--- src/rtl/load_store_unit.sv ---
// Memory-stage load/store responder: validates funct3/alignment, runs a req/ack data-memory access
// with timeout abort, and returns formatted load data as a one-cycle register writeback pulse.
module load_store_unit #(
  parameter int XLEN    = 32,
  parameter int REG_W   = 5,
  parameter int TIMEOUT = 255
) (
  input  logic             iClk,
  input  logic             iRst,
  input  logic [XLEN-1:0]  iAddr,
  input  logic [XLEN-1:0]  iData,
  input  logic [REG_W-1:0] iRdAddr,
  input  logic [2:0]       iOpType,
  input  logic             iRead,
  input  logic             iWrite,
  output logic             oReady,
  output logic             oMemReq,
  output logic             oMemWe,
  output logic [XLEN-1:0]  oMemAddr,
  output logic [XLEN-1:0]  oMemWdata,
  output logic [3:0]       oMemBe,
  input  logic [XLEN-1:0]  iMemRdata,
  input  logic             iMemAck,
  output logic             oRegDv,
  output logic [REG_W-1:0] oRegAddr,
  output logic [XLEN-1:0]  oRegData,
  output logic             oErr
);

  typedef enum logic {S_IDLE = 1'b0, S_WAIT = 1'b1} state_t;

  localparam logic [15:0] TO_LAST = 16'(TIMEOUT - 1);

  state_t           r_state, w_state_nxt;
  logic [15:0]      r_cnt, w_cnt_nxt;
  logic             r_mem_req, w_req_nxt;
  logic             r_mem_we, w_we_nxt;
  logic [XLEN-1:0]  r_mem_addr, w_addr_nxt;
  logic [XLEN-1:0]  r_mem_wdata, w_wdata_nxt;
  logic [3:0]       r_mem_be, w_be_nxt;
  logic [2:0]       r_op, w_op_nxt;
  logic [REG_W-1:0] r_rd, w_rd_nxt;
  logic [1:0]       r_lane, w_lane_nxt;
  logic             r_reg_dv, w_dv_nxt;
  logic [REG_W-1:0] r_reg_addr, w_reg_addr_nxt;
  logic [XLEN-1:0]  r_reg_data, w_reg_data_nxt;
  logic             r_err, w_err_nxt;

  logic             w_legal, w_misalign;
  logic [XLEN-1:0]  w_st_wdata;
  logic [3:0]       w_st_be;
  logic [7:0]       w_ld_byte;
  logic [15:0]      w_ld_half;
  logic [XLEN-1:0]  w_ld_fmt;

  // Request decode: legality, alignment and lane-replicated store formatting.
  always_comb begin
    w_legal    = iWrite ? (iOpType inside {3'd0, 3'd1, 3'd2})
                        : (iOpType inside {3'd0, 3'd1, 3'd2, 3'd4, 3'd5});
    w_misalign = ((iOpType[1:0] == 2'd1) && iAddr[0]) ||
                 ((iOpType[1:0] == 2'd2) && (iAddr[1:0] != 2'b00));
    w_st_wdata = iData;
    w_st_be    = 4'b1111;
    case (iOpType[1:0])
      2'd0: begin
        w_st_wdata = {4{iData[7:0]}};
        w_st_be    = 4'b0001 << iAddr[1:0];
      end
      2'd1: begin
        w_st_wdata = {2{iData[15:0]}};
        w_st_be    = 4'b0011 << iAddr[1:0];
      end
      default: ;
    endcase
    if (!iWrite) w_st_be = 4'b1111;
  end

  // Load formatting from the lane captured at accept time.
  always_comb begin
    w_ld_byte = iMemRdata[{r_lane, 3'b000} +: 8];
    w_ld_half = iMemRdata[{r_lane[1], 4'b0000} +: 16];
    case (r_op)
      3'd0:    w_ld_fmt = {{(XLEN-8){w_ld_byte[7]}}, w_ld_byte};
      3'd1:    w_ld_fmt = {{(XLEN-16){w_ld_half[15]}}, w_ld_half};
      3'd4:    w_ld_fmt = {{(XLEN-8){1'b0}}, w_ld_byte};
      3'd5:    w_ld_fmt = {{(XLEN-16){1'b0}}, w_ld_half};
      default: w_ld_fmt = iMemRdata;
    endcase
  end

  always_comb begin
    w_state_nxt    = r_state;
    w_cnt_nxt      = r_cnt;
    w_req_nxt      = r_mem_req;
    w_we_nxt       = r_mem_we;
    w_addr_nxt     = r_mem_addr;
    w_wdata_nxt    = r_mem_wdata;
    w_be_nxt       = r_mem_be;
    w_op_nxt       = r_op;
    w_rd_nxt       = r_rd;
    w_lane_nxt     = r_lane;
    w_dv_nxt       = 1'b0;
    w_reg_addr_nxt = r_reg_addr;
    w_reg_data_nxt = r_reg_data;
    w_err_nxt      = 1'b0;
    case (r_state)
      S_IDLE: begin
        if (iRead || iWrite) begin
          if ((iRead && iWrite) || !w_legal || w_misalign) begin
            w_err_nxt = 1'b1;
          end else begin
            w_state_nxt = S_WAIT;
            w_cnt_nxt   = '0;
            w_req_nxt   = 1'b1;
            w_we_nxt    = iWrite;
            w_addr_nxt  = {iAddr[XLEN-1:2], 2'b00};
            w_wdata_nxt = w_st_wdata;
            w_be_nxt    = w_st_be;
            w_op_nxt    = iOpType;
            w_rd_nxt    = iRdAddr;
            w_lane_nxt  = iAddr[1:0];
          end
        end
      end
      S_WAIT: begin
        // An ack arriving on the timeout cycle still completes the access.
        if (iMemAck) begin
          w_state_nxt = S_IDLE;
          w_req_nxt   = 1'b0;
          if (!r_mem_we && (r_rd != '0)) begin
            w_dv_nxt       = 1'b1;
            w_reg_addr_nxt = r_rd;
            w_reg_data_nxt = w_ld_fmt;
          end
        end else if (r_cnt == TO_LAST) begin
          w_state_nxt = S_IDLE;
          w_req_nxt   = 1'b0;
          w_err_nxt   = 1'b1;
        end else begin
          w_cnt_nxt = r_cnt + 16'd1;
        end
      end
      default: w_state_nxt = S_IDLE;
    endcase
  end

  always_ff @(posedge iClk or negedge iRst) begin
    if (!iRst) begin
      r_state     <= S_IDLE;
      r_cnt       <= '0;
      r_mem_req   <= 1'b0;
      r_mem_we    <= 1'b0;
      r_mem_addr  <= '0;
      r_mem_wdata <= '0;
      r_mem_be    <= '0;
      r_op        <= '0;
      r_rd        <= '0;
      r_lane      <= '0;
      r_reg_dv    <= 1'b0;
      r_reg_addr  <= '0;
      r_reg_data  <= '0;
      r_err       <= 1'b0;
    end else begin
      r_state     <= w_state_nxt;
      r_cnt       <= w_cnt_nxt;
      r_mem_req   <= w_req_nxt;
      r_mem_we    <= w_we_nxt;
      r_mem_addr  <= w_addr_nxt;
      r_mem_wdata <= w_wdata_nxt;
      r_mem_be    <= w_be_nxt;
      r_op        <= w_op_nxt;
      r_rd        <= w_rd_nxt;
      r_lane      <= w_lane_nxt;
      r_reg_dv    <= w_dv_nxt;
      r_reg_addr  <= w_reg_addr_nxt;
      r_reg_data  <= w_reg_data_nxt;
      r_err       <= w_err_nxt;
    end
  end

  assign oReady    = (r_state == S_IDLE);
  assign oMemReq   = r_mem_req;
  assign oMemWe    = r_mem_we;
  assign oMemAddr  = r_mem_addr;
  assign oMemWdata = r_mem_wdata;
  assign oMemBe    = r_mem_be;
  assign oRegDv    = r_reg_dv;
  assign oRegAddr  = r_reg_addr;
  assign oRegData  = r_reg_data;
  assign oErr      = r_err;

endmodule
--- config.mk ---
export PLATFORM = sky130hd
export DESIGN_NAME = load_store_unit
export DESIGN_NICKNAME = d
export VERILOG_FILES = /design/src/rtl/load_store_unit.sv
export SDC_FILE = /design/constraint.sdc
export NUM_CORES = 1
export LEC_CHECK = 0
export ABC_AREA = 1
export BUFFER_PORTS_ARGS = -buffer_cell sky130_fd_sc_hd__buf_4
export CORE_UTILIZATION = 48
export DETAILED_ROUTE_END_ITERATION = 7
export PLACE_DENSITY = 0.76
export SYNTH_ARGS = -nofsm -noshare
export SYNTH_HDL_FRONTEND = slang
export SYNTH_SLANG_ARGS = --single-unit
export TNS_END_PERCENT = 5
--- constraint.sdc ---
create_clock -name iClk -period 1.6 [get_ports iClk]
set_input_delay 0.08 -clock iClk [delete_from_list [all_inputs] [get_ports iClk]]
set_output_delay 0.08 -clock iClk [all_outputs]
set_load 0.01 [all_outputs]
After elaboration in Yosys (flattened, before gate mapping)
Cells that the tools add are included.
{"block": "op_classes", "n_addsub": 1, "n_eq_ne": 15, "n_shift": 4, "muxes": 28, "bitwise_logic": 2, "n_reduce_logical": 21}
{"op": "32-bit case mux with 4 select lines", "n": 1}
{"op": "16-bit 2-to-1 mux", "n": 4}
{"op": "32-bit case mux with 2 select lines", "n": 1}
{"op": "16-bit case mux with 2 select lines", "n": 1}
{"op": "32-bit by 6-bit indexed part select with 16-bit output", "n": 1}
{"op": "32-bit by 6-bit indexed part select with 8-bit output", "n": 1}
{"op": "16-bit by 1-bit adder with 16-bit output, second input constant", "n": 1}
{"op": "16-bit by 8-bit equality test with 1-bit output, second input constant", "n": 1}
{"op": "1-bit 2-to-1 mux", "n": 16}
{"op": "3-bit equality test, second input constant", "n": 4}
{"op": "5-bit nonzero test", "n": 2}
{"op": "3-bit AND reduction", "n": 3}
{"op": "4-bit case mux with 2 select lines", "n": 1}
{"op": "3-bit by 1-bit equality test with 1-bit output, second input constant", "n": 2}
{"op": "3-bit zero test", "n": 2}
{"op": "2-bit inequality test, second input constant", "n": 3}
{"op": "1-bit case mux with 2 select lines", "n": 3}
{"op": "1-bit logical AND", "n": 4}
{"op": "1-bit logical OR", "n": 4}
{"op": "4-bit 2-to-1 mux", "n": 1}
{"op": "4-bit AND reduction", "n": 1}
{"op": "1-bit by 2-bit << shifter with 4-bit output, first input constant", "n": 1}
{"op": "2-bit by 2-bit << shifter with 4-bit output, first input constant", "n": 1}
{"op": "3-bit by 2-bit equality test with 1-bit output, second input constant", "n": 1}
{"op": "other kinds (9)", "n": 11}
{"block": "word_totals", "reg_bits": 134, "input_bits": 109, "output_inout_bits": 110}

Logic depth before layout (Yosys ltp)
Gate-level depths: netlist (run 1).
{"block": "depth", "word_depth": 9, "ltp_mapped": 11, "ltp_nobuf": 10}

Worst setup path before layout (run 1)
Ideal clock, no wire load.
{"block": "synth_path", "path_kind": "reg2reg", "startpoint": "register r_cnt[0]", "endpoint": "register r_cnt[10]", "setup_ns": 0.118, "arrival_ns": 1.275, "required_ns": 1.482, "slack_ns": 0.207, "stages_incl_launch_ff": 12, "n_path_buf": 1, "period_less_slack_ns": 1.393, "path_cell_list": "dfrtp_1 inv_1 ha_1 nand2_1 nor2_1 nand2_1 nand2_4 nand2_4 inv_4 buf_6 nand2_1 o21ai_2"}
{"block": "synth_via", "elab_chain_cells": 4, "elab_cells_between_ends": 7, "cone_classes": "add/sub: 1; eq/ne: 2; mux: 3; reduce/logical: 1"}
{"item": "from (decl)", "line_no": "35", "source": "logic [15:0] r_cnt, w_cnt_nxt;"}
{"item": "from (signal assigned)", "line_no": "165", "source": "r_cnt <= w_cnt_nxt;"}
{"item": "16-bit by 1-bit adder with 16-bit output", "line_no": "140", "source": "w_cnt_nxt = r_cnt + 16'd1;"}
{"item": "16-bit 2-to-1 mux", "line_no": "135", "source": "end else if (r_cnt == TO_LAST) begin"}
{"item": "16-bit 2-to-1 mux", "line_no": "127", "source": "if (iMemAck) begin"}
{"item": "16-bit case mux with 2 select lines", "line_no": "106", "source": "case (r_state)"}
Several ways; a longest one is shown, not always the timed one. The select of a mux whose other input is x is not followed.
A chain may end at the register's enable or synchronous reset.

Worst setup path in the final report (run 1)
{"block": "layout_path", "startpoint": "input iAddr[0]", "endpoint": "register r_cnt[1]"}
{"block": "layout_via", "elab_chain_cells": 6, "elab_cells_between_ends": 7, "cone_classes": "eq/ne: 1; reduce/logical: 6"}
{"item": "from (decl)", "line_no": "10", "source": "input logic [XLEN-1:0] iAddr,"}
{"item": "2-bit nonzero test", "line_no": "61", "source": "((iOpType[1:0] == 2'd2) && (iAddr[1:0] != 2'b00));"}
{"item": "1-bit logical AND", "line_no": "61"}
{"item": "1-bit logical OR *", "line_no": "60", "source": "w_misalign = ((iOpType[1:0] == 2'd1) && iAddr[0]) ||"}
{"item": "1-bit logical OR *", "line_no": "109", "source": "if ((iRead && iWrite) || !w_legal || w_misalign) begin"}
{"item": "2-bit inequality test (no source line) *"}
{"item": "4-bit AND reduction (no source line) *"}
Every way passes the cells marked *; elsewhere a longest branch is shown, timed or not.

==> impl_summary.txt, run 1 <==
----------------------------------------------------
[Power and ir drop]
  Final Power ... 14.0 mW
  Internal ... 9.35 mW
  Leakage power figure ... 5.29 nW
  Share of power burned in combinational logic ... 34.5%
  Power share of the sequential group ... 36.4%
  Power density cells ... 1380 nW/µm²
  Switching fraction of total power ... 33.2%
  Net switching power figure ... 4.64 mW
  IR Drop Worst-Case VDD ... 0.000759 V
  Proportion of power drawn by the clock network ... 29.1%

[Floorplan]
  Site Rows ... 42
  Core outline area ... 13,300 µm²
  # IOs ... 219
  Die boundary width ... 119 µm
  Die Span Y ... 119 µm
  Starting Density ... 49.5%
  Die Footprint ... 14,200 µm²

[Worst setup path]
  Launching instance or port of the critical path ... iAddr[0]
  Slack of the worst reg-to-reg path ... 0.1 ns
  CP Capture Type ... flip-flop
  Worst-path maximum fanout ... 23
  WS Path Type ... in2reg
  Worst Path Arrival ... 1.81 ns
  Destination of the worst register-to-register timing path ... oRegData[3]
  Worst setup path endpoint ... r_cnt[1]
  Beginning of the worst register-to-register path ... r_lane[1]
  Depth of the most critical reg-to-reg path ... 7
  Required time of the critical path ... 1.90 ns
  Startpoint kind of the worst setup timing path ... input pin

[Synthesis]
  Post-synthesis instance area ... 6610 µm²
  Portion of the post-synthesis area used by sequential elements ... 50.8%
  Most used flip-flop cell after synthesis ... sky130_fd_sc_hd__dfrtp_1
  Cell type with the highest aggregate area in the netlist ... sky130_fd_sc_hd__dfrtp_1
  Syn_area_per_cell ... 7.68 µm²
  Cells taking the most area after synthesis ... sky130_fd_sc_hd__dfrtp_1, sky130_fd_sc_hd__nand2_1, sky130_fd_sc_hd__nor2_1
  Syn Inst Count ... 860
  Yosys warning total ... 0
  Share of flip-flops with an asynchronous set or reset ... 100%
  Post-synthesis sequential element count ... 134
  Number of enable flip-flop cells after synthesis ... 0
  Count of cell types in the netlist ... 32
  Area share of the largest cell type after synthesis ... 50.8%

[Timing]
  Highest clock frequency the design can meet ... 665 MHz
  Final worst path period share ... 93.9%
  Final Hold Violating Endpoints ... 0
  Setup violators final ... 0
  Final Max Tran Viols ... 0
  Total Negative Setup Slacks ... 0 ns
  Final min period ... 1.50 ns
  Clock skew after layout ... 0.00836 ns

[Clock tree]
  Clock-pin slew of the registers on the worst-case setup and hold paths ... 0.06 ns
  Deepest clock path buffer count ... 2
  H-Tree Level Count ... 4
  Sink Count ... 134
  CTS root buffer ... sky130_fd_sc_hd__clkbuf_16
  CTS tree ... done
  Number of CTS-inserted buffers ... 17
  Worst skew pair latency ... 0.42 ns

[Final layout]
  Area Overhead vs Synth ... 53.6%
  Layout filler cell count ... 946
  Final net count ... 1,292
  Fraction of final layout cells with drive strength greater than 1 ... 26.2%

[Route]
  Via count ... 7,184
  Iteration-0 DRC count of the detailed router ... 593
  First drt pass iteration count ... 5
  Top layer used by detailed routing ... met4
  DR vias/cell ... 5.24
  Detailed-route wire length ... 21,200 µm
  Count of antenna-violating nets left after detailed routing ... 0
  Routed length on met2 ... 10,200 µm
  Wire length per cell ... 15.5 µm
  Routed length on met3 ... 1780 µm
  Wire length on met1 ... 8310 µm
  Post-route DRC violation count ... 0

[GRT]
  GRT Total Usage ... 30.3%
  Pin count of the biggest net entering global routing ... 47
  Sum of overflow across all layers after global routing ... 0
  Wire length of the first global-routing pass ... 33,900 µm
  Number of antenna violations at the first check in global routing ... 1
  Number of global-route vias before repair ... 6,938

[Placement]
  Final HPWL DP ... 13,100 µm
  GP Congestion ... 0.871
  IO buf count ... 216

[Job]
  Count of max-cap constraint violations ... 0

[Outcome]
  Status ... complete, no violations

[Min path]
  Hold Crit Class ... in2reg

----------------------------------------------------
worst min path at each step:
stage | slack (ns) | cells after the start | startpoint | to
final | 0.01 | 3 | iWrite | oMemWe
after global routing | 0.02 | 3 | iData[9] | oMemWdata[9]
after CTS | 0.002 | 5 | iMemRdata[11] | oRegData[11]
after detailed placement | 0.02 | 1 | iRst | oRegData[1]
after global placement | 0.008 | 1 | iRst | oRegData[1]
after floorplan | -0.22 | 0 | iRst | oErr
sequential cells by signal, indices dropped and copies added (netlist names):
| register | count |
|---|---|
| oMemBe | 4 |
| oMemWdata | 32 |
| r_cnt | 16 |
| oMemReq | 1 |
| oMemAddr | 30 |
| r_state | 1 |
| r_rd | 5 |
| oRegDv | 1 |
| r_op | 3 |
| r_lane | 2 |
| oRegAddr | 5 |
| oMemWe | 1 |
| oRegData | 32 |
| oErr | 1 |
per-stage QoR:
step | worst slack, ns | util (%) | instances | area (µm²) | hold slack (ns)
after floorplan | 0.207 | - | 861 | 6610 | -0.216
after global placement | 0.143 | 63.5 | 1234 | 8470 | 0.00841
after detailed placement | 0.101 | 63.5 | 1234 | 8470 | 0.0186
after CTS | 0.0470 | 75.3 | 1363 | 10100 | 0.00155
after global routing | -0.00395 | 76.0 | 1371 | 10100 | 0.0227
final | 0.0972 | 76.0 | 1371 | 10100 | 0.00990
layout by cell type, fill, tap and decap left out, types with 3 or more instances in the layout:
cell type                       instances
sky130_fd_sc_hd__nand2_1              334
sky130_fd_sc_hd__buf_4                238
sky130_fd_sc_hd__dfrtp_1              133
sky130_fd_sc_hd__dlygate4sd3_1         97
sky130_fd_sc_hd__nor2_1                70
sky130_fd_sc_hd__a21oi_1               52
sky130_fd_sc_hd__o21ai_0               51
sky130_fd_sc_hd__inv_1                 47
sky130_fd_sc_hd__nand3_1               32
sky130_fd_sc_hd__clkbuf_16             17
sky130_fd_sc_hd__o211ai_1              13
sky130_fd_sc_hd__or2_1                 11
sky130_fd_sc_hd__or2_2                 11
sky130_fd_sc_hd__o21ai_1               10
sky130_fd_sc_hd__inv_2                  7
sky130_fd_sc_hd__xor2_1                 7
sky130_fd_sc_hd__buf_12                 6
sky130_fd_sc_hd__nand4_1                5
sky130_fd_sc_hd__nor2_2                 4
sky130_fd_sc_hd__nor3_1                 4
sky130_fd_sc_hd__clkinv_2               4
sky130_fd_sc_hd__o21bai_1               3
sky130_fd_sc_hd__o21ai_2                3
sky130_fd_sc_hd__inv_6                  3
sky130_fd_sc_hd__bufinv_16              3
sky130_fd_sc_hd__clkbuf_8               3
cell type report:
class	instances	area (µm²)	share of cell area [%]
Sequential cell	134	3350	33.1
Timing Repair Buffer	342	2890	28.5
Multi-Input combinational cell	628	2830	27.9
Inverter	58	233	2.29
Clock buffer	21	470	4.64
Antenna cell	1	2.50	0.0247
Clock inverter	11	145	1.43
Tap cell	176	220	2.17
kinds of logic (layout without fill, tap and decap cells):
family	count (synthesis)	after routing	synth area share, %
AOI/OAI and AO/OA	137	137	11.4
adders and majority gates	2	2	0.379
other	1	3	0.0568
buffers and inverters	100	432	6.84
DFF	134	134	50.8
and+or+nand+nor	479	480	29.6
xor gates and xnor gates	7	7	0.928
metal layers:
metal,track usage [%],vias up
li1,-,3371
met1,36.9,3366
met2,50.0,371
met3,7.57,76
met4,15.2,0
met5,0,-
worst max-delay path, stage by stage:
cell and delay (ns):
sky130_fd_sc_hd__dlygate4sd3_1 0.57, sky130_fd_sc_hd__buf_4 0.16, sky130_fd_sc_hd__nor2_1 0.13, sky130_fd_sc_hd__nand2_1 0.08
sky130_fd_sc_hd__nand2_2 0.12, sky130_fd_sc_hd__nand3_4 0.12, sky130_fd_sc_hd__buf_4 0.18, sky130_fd_sc_hd__nand2_4 0.10
sky130_fd_sc_hd__clkinv_8 0.11, sky130_fd_sc_hd__nand2_1 0.09, sky130_fd_sc_hd__o21ai_1 0.06
power groups by stage:
stage | registers, mW | logic (mW) | clock network [mW]
global placement | 5.08 | 4.42 | 0
floorplan | 5.42 | 1.80 | 0
detailed placement | 5.10 | 4.52 | 0
CTS | 5.07 | 4.73 | 4.11
global route | 5.21 | 5.30 | 4.28
finish | 5.09 | 4.83 | 4.07
cell usage after synthesis (2+ instances only):
library cell and count:
sky130_fd_sc_hd__clkinv_1 2, sky130_fd_sc_hd__o21bai_1 3, sky130_fd_sc_hd__clkbuf_1 18, sky130_fd_sc_hd__inv_1 48, sky130_fd_sc_hd__nand3_1 33, sky130_fd_sc_hd__o211ai_1 13, sky130_fd_sc_hd__ha_1 2, sky130_fd_sc_hd__buf_6 5
sky130_fd_sc_hd__nand4_1 5, sky130_fd_sc_hd__o21ai_0 51, sky130_fd_sc_hd__inv_2 7, sky130_fd_sc_hd__o21ai_1 10, sky130_fd_sc_hd__a21oi_1 52, sky130_fd_sc_hd__dfrtp_1 134, sky130_fd_sc_hd__nand2_4 2, sky130_fd_sc_hd__xor2_1 7
sky130_fd_sc_hd__a221oi_1 2, sky130_fd_sc_hd__or2_2 11, sky130_fd_sc_hd__nor2_2 4, sky130_fd_sc_hd__buf_4 5, sky130_fd_sc_hd__nor3_1 4, sky130_fd_sc_hd__nand2_1 336, sky130_fd_sc_hd__nor2_1 71, sky130_fd_sc_hd__a22oi_1 2
sky130_fd_sc_hd__buf_2 14, sky130_fd_sc_hd__or2_1 11, sky130_fd_sc_hd__o21ai_2 3
what timing repair did:
action	4_1_cts	5_1_grt
endpoints found under the setup margin	0	95
gates resized for setup	0	11
endpoints found under the hold margin	220	0
hold buffers	97	0
buffers inserted	0	6
No activity file was read; power rests on OpenSTA's default activity.
==> run 2, diff against run 1 <==
- clock period: 1.6 -> 1.7 ns (I/O delays scaled with it)
==> impl_summary.txt, run 2 (synthesis gave the netlist of run 1 again) <==
----------------------------------------------------
[Placement]
  Placed cell area ... 8450 µm²
  GP Congestion ... 0.888
  Final HPWL DP ... 13,100 µm
  IO buf count ... 216
  Setup slack at placement ... 0.0910 ns

[Final layout]
  Layout filler cell count ... 936
  Commonest cells after routing, fill and taps aside ... sky130_fd_sc_hd__nand2_1, sky130_fd_sc_hd__buf_4, sky130_fd_sc_hd__dfrtp_1, sky130_fd_sc_hd__dlygate4sd3_1, sky130_fd_sc_hd__nor2_1
  Most frequent standard cell in the layout excluding fill and tap cells ... sky130_fd_sc_hd__nand2_1
  Multi-input logic area ... 2810 µm²
  Fraction of final layout cells with drive strength greater than 1 ... 25.1%
  Post-route cell area ... 10,100 µm²
  Layout Utilization ... 75.4%
  Area Overhead vs Synth ... 52.4%
  Final net count ... 1,280
  Seq. cell area ... 3350 µm²

[Clock tree]
  Clock-pin slew of the registers on the worst-case setup and hold paths ... 0.06 ns
  Sink Count ... 134
  H-Tree Level Count ... 4
  CTS tree ... done
  Number of CTS-inserted buffers ... 17
  CTS root buffer ... sky130_fd_sc_hd__clkbuf_16
  Worst skew pair latency ... 0.43 ns
  Post-CTS Setup Inserts ... 0
  Deepest clock path buffer count ... 2

[Worst setup path]
  Worst stage delay on the critical path ... 0.43 ns
  Kind of cell adding the most delay to the critical path ... simple AND/OR/NAND/NOR gates
  Worst-path cell with the longest stage delay ... sky130_fd_sc_hd__dfrtp_1
  List of cells traversed by the critical path ... inv_1 > ha_1 > nand2_1 > nor2_1 > nand2_1 > nand2_4 > nand2_4 > inv_6 > nand2_1 > o21ai_2
  Total buffers and inverters traversed by the critical path ... 2
  Most frequent cell on the critical path ... sky130_fd_sc_hd__nand2_1
  CP Capture Type ... flip-flop
  WS Path Type ... reg2reg
  Required time of the critical path ... 2.05 ns
  Worst Path Arrival ... 1.91 ns
  Startpoint kind of the worst setup timing path ... flip-flop
  Worst-path maximum fanout ... 23

[Floorplan]
  Starting Density ... 49.5%
  Core outline area ... 13,300 µm²
  Die Span Y ... 119 µm
  # IOs ... 219
  Die Footprint ... 14,200 µm²
  Site Rows ... 42
  Die boundary width ... 119 µm

[Min path]
  Hold Crit Class ... in2reg

[Timing]
  Least setup slack across all paths after layout ... 0.134 ns
  Setup violators final ... 0
  Final Max Tran Viols ... 0
  Transition time at the pin with the least slew margin ... 0.512 ns
  Final min period ... 1.57 ns
  Total Negative Setup Slacks ... 0 ns
  Final Hold Violating Endpoints ... 0
  Highest clock frequency the design can meet ... 639 MHz
  Relative slew margins ... 65.8%
  Clock skew after layout ... 0.0107 ns
  Final worst path period share ... 92.1%

[Route]
  Detailed-route wire length ... 21,300 µm
  Wire length per cell ... 15.7 µm
  Via count ... 7,117
  First drt pass iteration count ... 5
  Iteration-0 DRC count of the detailed router ... 551
  Post-route DRC violation count ... 0
  Count of antenna-violating nets left after detailed routing ... 0
  DR vias/cell ... 5.23

[Power and ir drop]
  Final Power ... 13.3 mW
  IR Drop Worst-Case VDD ... 0.000801 V
  Leakage power figure ... 5.24 nW
  Power density cells ... 1330 nW/µm²

[GRT]
  Wire length of the first global-routing pass ... 34,600 µm
  Number of antenna violations at the first check in global routing ... 2
  GRT Total Usage ... 31.1%
  Sum of overflow across all layers after global routing ... 0
  Pin count of the biggest net entering global routing ... 52
  Number of global-route vias before repair ... 7,011

[Job]
  Count of max-cap constraint violations ... 0

[Outcome]
  Status ... complete, no violations

----------------------------------------------------
run 2: cell type report:
cell class | instances | share of cell area (%)
flip-flops and latches | 134 | 33.3
multi-input cells | 627 | 27.9
repair buffers | 331 | 27.8
clock buffers | 22 | 4.81
inverters | 58 | 2.21
well taps | 176 | 2.19
clock inverters | 10 | 1.67
diodes | 2 | 0.0497
run 2: tightest hold or removal path, cell delays in order:
cell                       delay, ns
sky130_fd_sc_hd__buf_4          0.07
sky130_fd_sc_hd__or2_2          0.09
sky130_fd_sc_hd__o211ai_1       0.09
sky130_fd_sc_hd__nand2_1        0.06
run 2: metrics by stage:
stage	instances	hold slack (ns)
finish	1360	0.0107
global route	1360	0.0172
CTS	1358	0.00286
detailed placement	1231	0.0167
global placement	1231	0.0176
floorplan	861	-0.211
run 2: power by group:
group / internal, mW / total (mW) / switching [mW]
clock: 2.62 / 4.04 / 1.42
combinational: 2.17 / 4.49 / 2.32
sequential: 4.15 / 4.81 / 0.658
run 2: metal layers:
metal  part of all wire, %  routed length [µm]  up-vias  GRT usage, %
li1                      -                   -     3344             -
met1                    39                8250     3323          37.4
met2                    49               10400      373          51.3
met3                   7.9                1690       77          8.14
met4                   4.4                 946        0          16.5
met5                     0                   0        -             0
run 2: worst paths after layout:
kind / from / endpoint / slack (ns) / cells past startpoint
max: r_cnt[0] / r_cnt[10] / 0.13 / 10
min: iData[21] / oMemWdata[21] / 0.01 / 4
max reg2reg: r_cnt[0] / r_cnt[10] / 0.13 / 10
min reg2reg: oMemAddr[21] / oMemAddr[21] / 0.48 / 2
max in group asynchronous: iRst / r_cnt[4] / 0.96 / 3
min in group asynchronous: iRst / oRegData[1] / 0.15 / 2
run 2: timing repair:
| action | 4_1_cts | 5_1_grt |
|---|---|---|
| hold endpoints to repair | 229 | 0 |
| gates resized for setup | 0 | 2 |
| hold buffers | 95 | 0 |
| endpoints found under the setup margin | 0 | 15 |
==> run 3, diff against run 2 <==
- CORE_MARGIN: unset -> 2
==> impl_summary.txt, run 3 (synthesis gave the netlist of run 1 again) <==
----------------------------------------------------
[Outcome]
  Status ... complete, no violations

[Final layout]
  Final cell count without fillers ... 1,349
  Final net count ... 1,271
  Fraction of final layout cells with drive strength greater than 1 ... 25.0%
  Commonest cells after routing, fill and taps aside ... sky130_fd_sc_hd__nand2_1, sky130_fd_sc_hd__buf_4, sky130_fd_sc_hd__dfrtp_1, sky130_fd_sc_hd__dlygate4sd3_1, sky130_fd_sc_hd__nor2_1
  Most frequent standard cell in the layout excluding fill and tap cells ... sky130_fd_sc_hd__nand2_1
  Layout Utilization ... 73.8%
  Area Overhead vs Synth ... 49.2%
  Layout filler cell count ... 993

[Floorplan]
  Core outline area ... 13,300 µm²
  Die Span Y ... 121 µm
  Die Footprint ... 14,700 µm²
  Starting Density ... 49.5%
  Die boundary width ... 121 µm
  # IOs ... 219
  Site Rows ... 42

[Worst setup path]
  Total buffers and inverters traversed by the critical path ... 1
  Worst stage delay on the critical path ... 0.52 ns
  Most frequent cell on the critical path ... sky130_fd_sc_hd__nand2_1
  Worst setup path endpoint ... oRegData[21]
  Worst-path cell with the longest stage delay ... sky130_fd_sc_hd__dfrtp_1
  Kind of cell adding the most delay to the critical path ... simple AND/OR/NAND/NOR gates
  List of cells traversed by the critical path ... nor3_1 > nand2_1 > nand3_1 > nand2_1 > inv_1
  Worst-path maximum fanout ... 16
  Number of logic stages on the critical path including buffering ... 5
  Destination of the worst register-to-register timing path ... oRegData[21]
  Worst Path Arrival ... 1.90 ns
  CP Capture Type ... flip-flop
  Slack of the worst reg-to-reg path ... 0.17 ns
  Beginning of the worst register-to-register path ... r_op[1]
  Required time of the critical path ... 2.06 ns
  Depth of the most critical reg-to-reg path ... 5
  WS Path Type ... reg2reg
  Launching instance or port of the critical path ... r_op[1]
  Startpoint kind of the worst setup timing path ... flip-flop

[Clock tree]
  Number of CTS-inserted buffers ... 17
  CTS root buffer ... sky130_fd_sc_hd__clkbuf_16
  Sink Count ... 134
  H-Tree Level Count ... 4
  Clock-pin slew of the registers on the worst-case setup and hold paths ... 0.06 ns
  CTS tree ... done
  Deepest clock path buffer count ... 2
  Worst skew pair latency ... 0.42 ns

[GRT]
  Sum of overflow across all layers after global routing ... 0
  Pin count of the biggest net entering global routing ... 63
  Wire length of the first global-routing pass ... 33,100 µm
  Number of global-route vias before repair ... 6,844
  GRT Total Usage ... 28.9%
  Number of antenna violations at the first check in global routing ... 1

[Power and ir drop]
  IR Drop Worst-Case VDD ... 0.000707 V
  Leakage power figure ... 5.14 nW
  Power density cells ... 1270 nW/µm²

[Timing]
  Final worst path period share ... 90.2%
  Unrepaired setup endpoints after global routing ... false
  Clock skew after layout ... 0.00701 ns
  Setup violators final ... 0
  Total Negative Setup Slacks ... 0 ns
  Final Max Tran Viols ... 0
  Final Hold Violating Endpoints ... 0
  Highest clock frequency the design can meet ... 652 MHz
  Final min period ... 1.53 ns

[Job]
  Count of max-cap constraint violations ... 0

[Placement]
  IO buf count ... 216
  Final HPWL DP ... 13,300 µm
  GP Congestion ... 0.917
  # placed instances ... 1,229

[Route]
  Post-route DRC violation count ... 0
  DR vias/cell ... 5.18
  Via count ... 6,985
  Detailed-route wire length ... 21,000 µm
  Iteration-0 DRC count of the detailed router ... 567
  Count of antenna-violating nets left after detailed routing ... 0
  Wire length per cell ... 15.5 µm
  First drt pass iteration count ... 6

[Min path]
  Hold Crit Class ... in2reg

----------------------------------------------------
run 3: through the flow:
stage	setup slack (ns)	cell area (µm²)	hold WS, ns	power (mW)
final	0.167	9850	0.0125	12.5
after global routing	0.00537	9850	0.0147	13.2
after CTS	0.0250	9810	0.000599	12.4
after detailed placement	0.0770	8420	0.00576	9.02
after global placement	0.112	8420	0.00253	8.91
after floorplan	0.307	6610	-0.211	6.79
run 3: cell type report:
class	count	area (µm²)	area share [%]
antenna	3	7.51	0.0762
clock buffer	19	453	4.60
clock inverter	10	60.1	0.610
inverter	58	225	2.29
multi-input combinational	627	2820	28.6
sequential	134	3350	34.0
tap	176	220	2.24
timing repair buffer	322	2720	27.6
run 3: worst min-delay path by stage:
| stage | start | to | slack, ns | cells past startpoint |
|---|---|---|---|---|
| floorplan | iRst | oErr | -0.21 | 0 |
| global placement | iRst | oRegData[2] | 0.003 | 1 |
| detailed placement | iRst | oRegData[6] | 0.006 | 1 |
| CTS | iMemRdata[7] | oRegData[7] | 0.0006 | 5 |
| global route | iData[22] | oMemWdata[22] | 0.01 | 4 |
| finish | iMemRdata[7] | oRegData[7] | 0.01 | 5 |
run 3: power by group:
part | total (mW) | internal [mW] | leakage, nW | switching [mW]
combinational | 4.48 | 2.16 | 3.22 | 2.32
sequential | 4.79 | 4.15 | 1.67 | 0.643
clock | 3.24 | 1.89 | 0.248 | 1.35
total | 12.5 | 8.20 | 5.14 | 4.31
run 3: worst reg2reg max path, cell delays in order (launching register included):
cell	delay, ns
sky130_fd_sc_hd__dfrtp_1	0.52
sky130_fd_sc_hd__nor3_1	0.26
sky130_fd_sc_hd__nand2_1	0.33
sky130_fd_sc_hd__nand3_1	0.25
sky130_fd_sc_hd__nand2_1	0.07
sky130_fd_sc_hd__inv_1	0.05
run 3: timing repair:
| item | 4_1_cts | 5_1_grt |
|---|---|---|
| setup endpoints to repair | 0 | 19 |
| endpoints found under the hold margin | 222 | 0 |
| hold buffers | 88 | 0 |
| gates resized for setup | 0 | 7 |
| setup buffers | 0 | 0 |
run 3: metal layers:
| metal | wire, µm | track usage, % | vias up |
|---|---|---|---|
| li1 | - | - | 3320 |
| met1 | 8350 | 35.3 | 3275 |
| met2 | 10100 | 47.0 | 316 |
| met3 | 1660 | 8.18 | 74 |
| met4 | 794 | 13.9 | 0 |
| met5 | 0 | 0 | - |
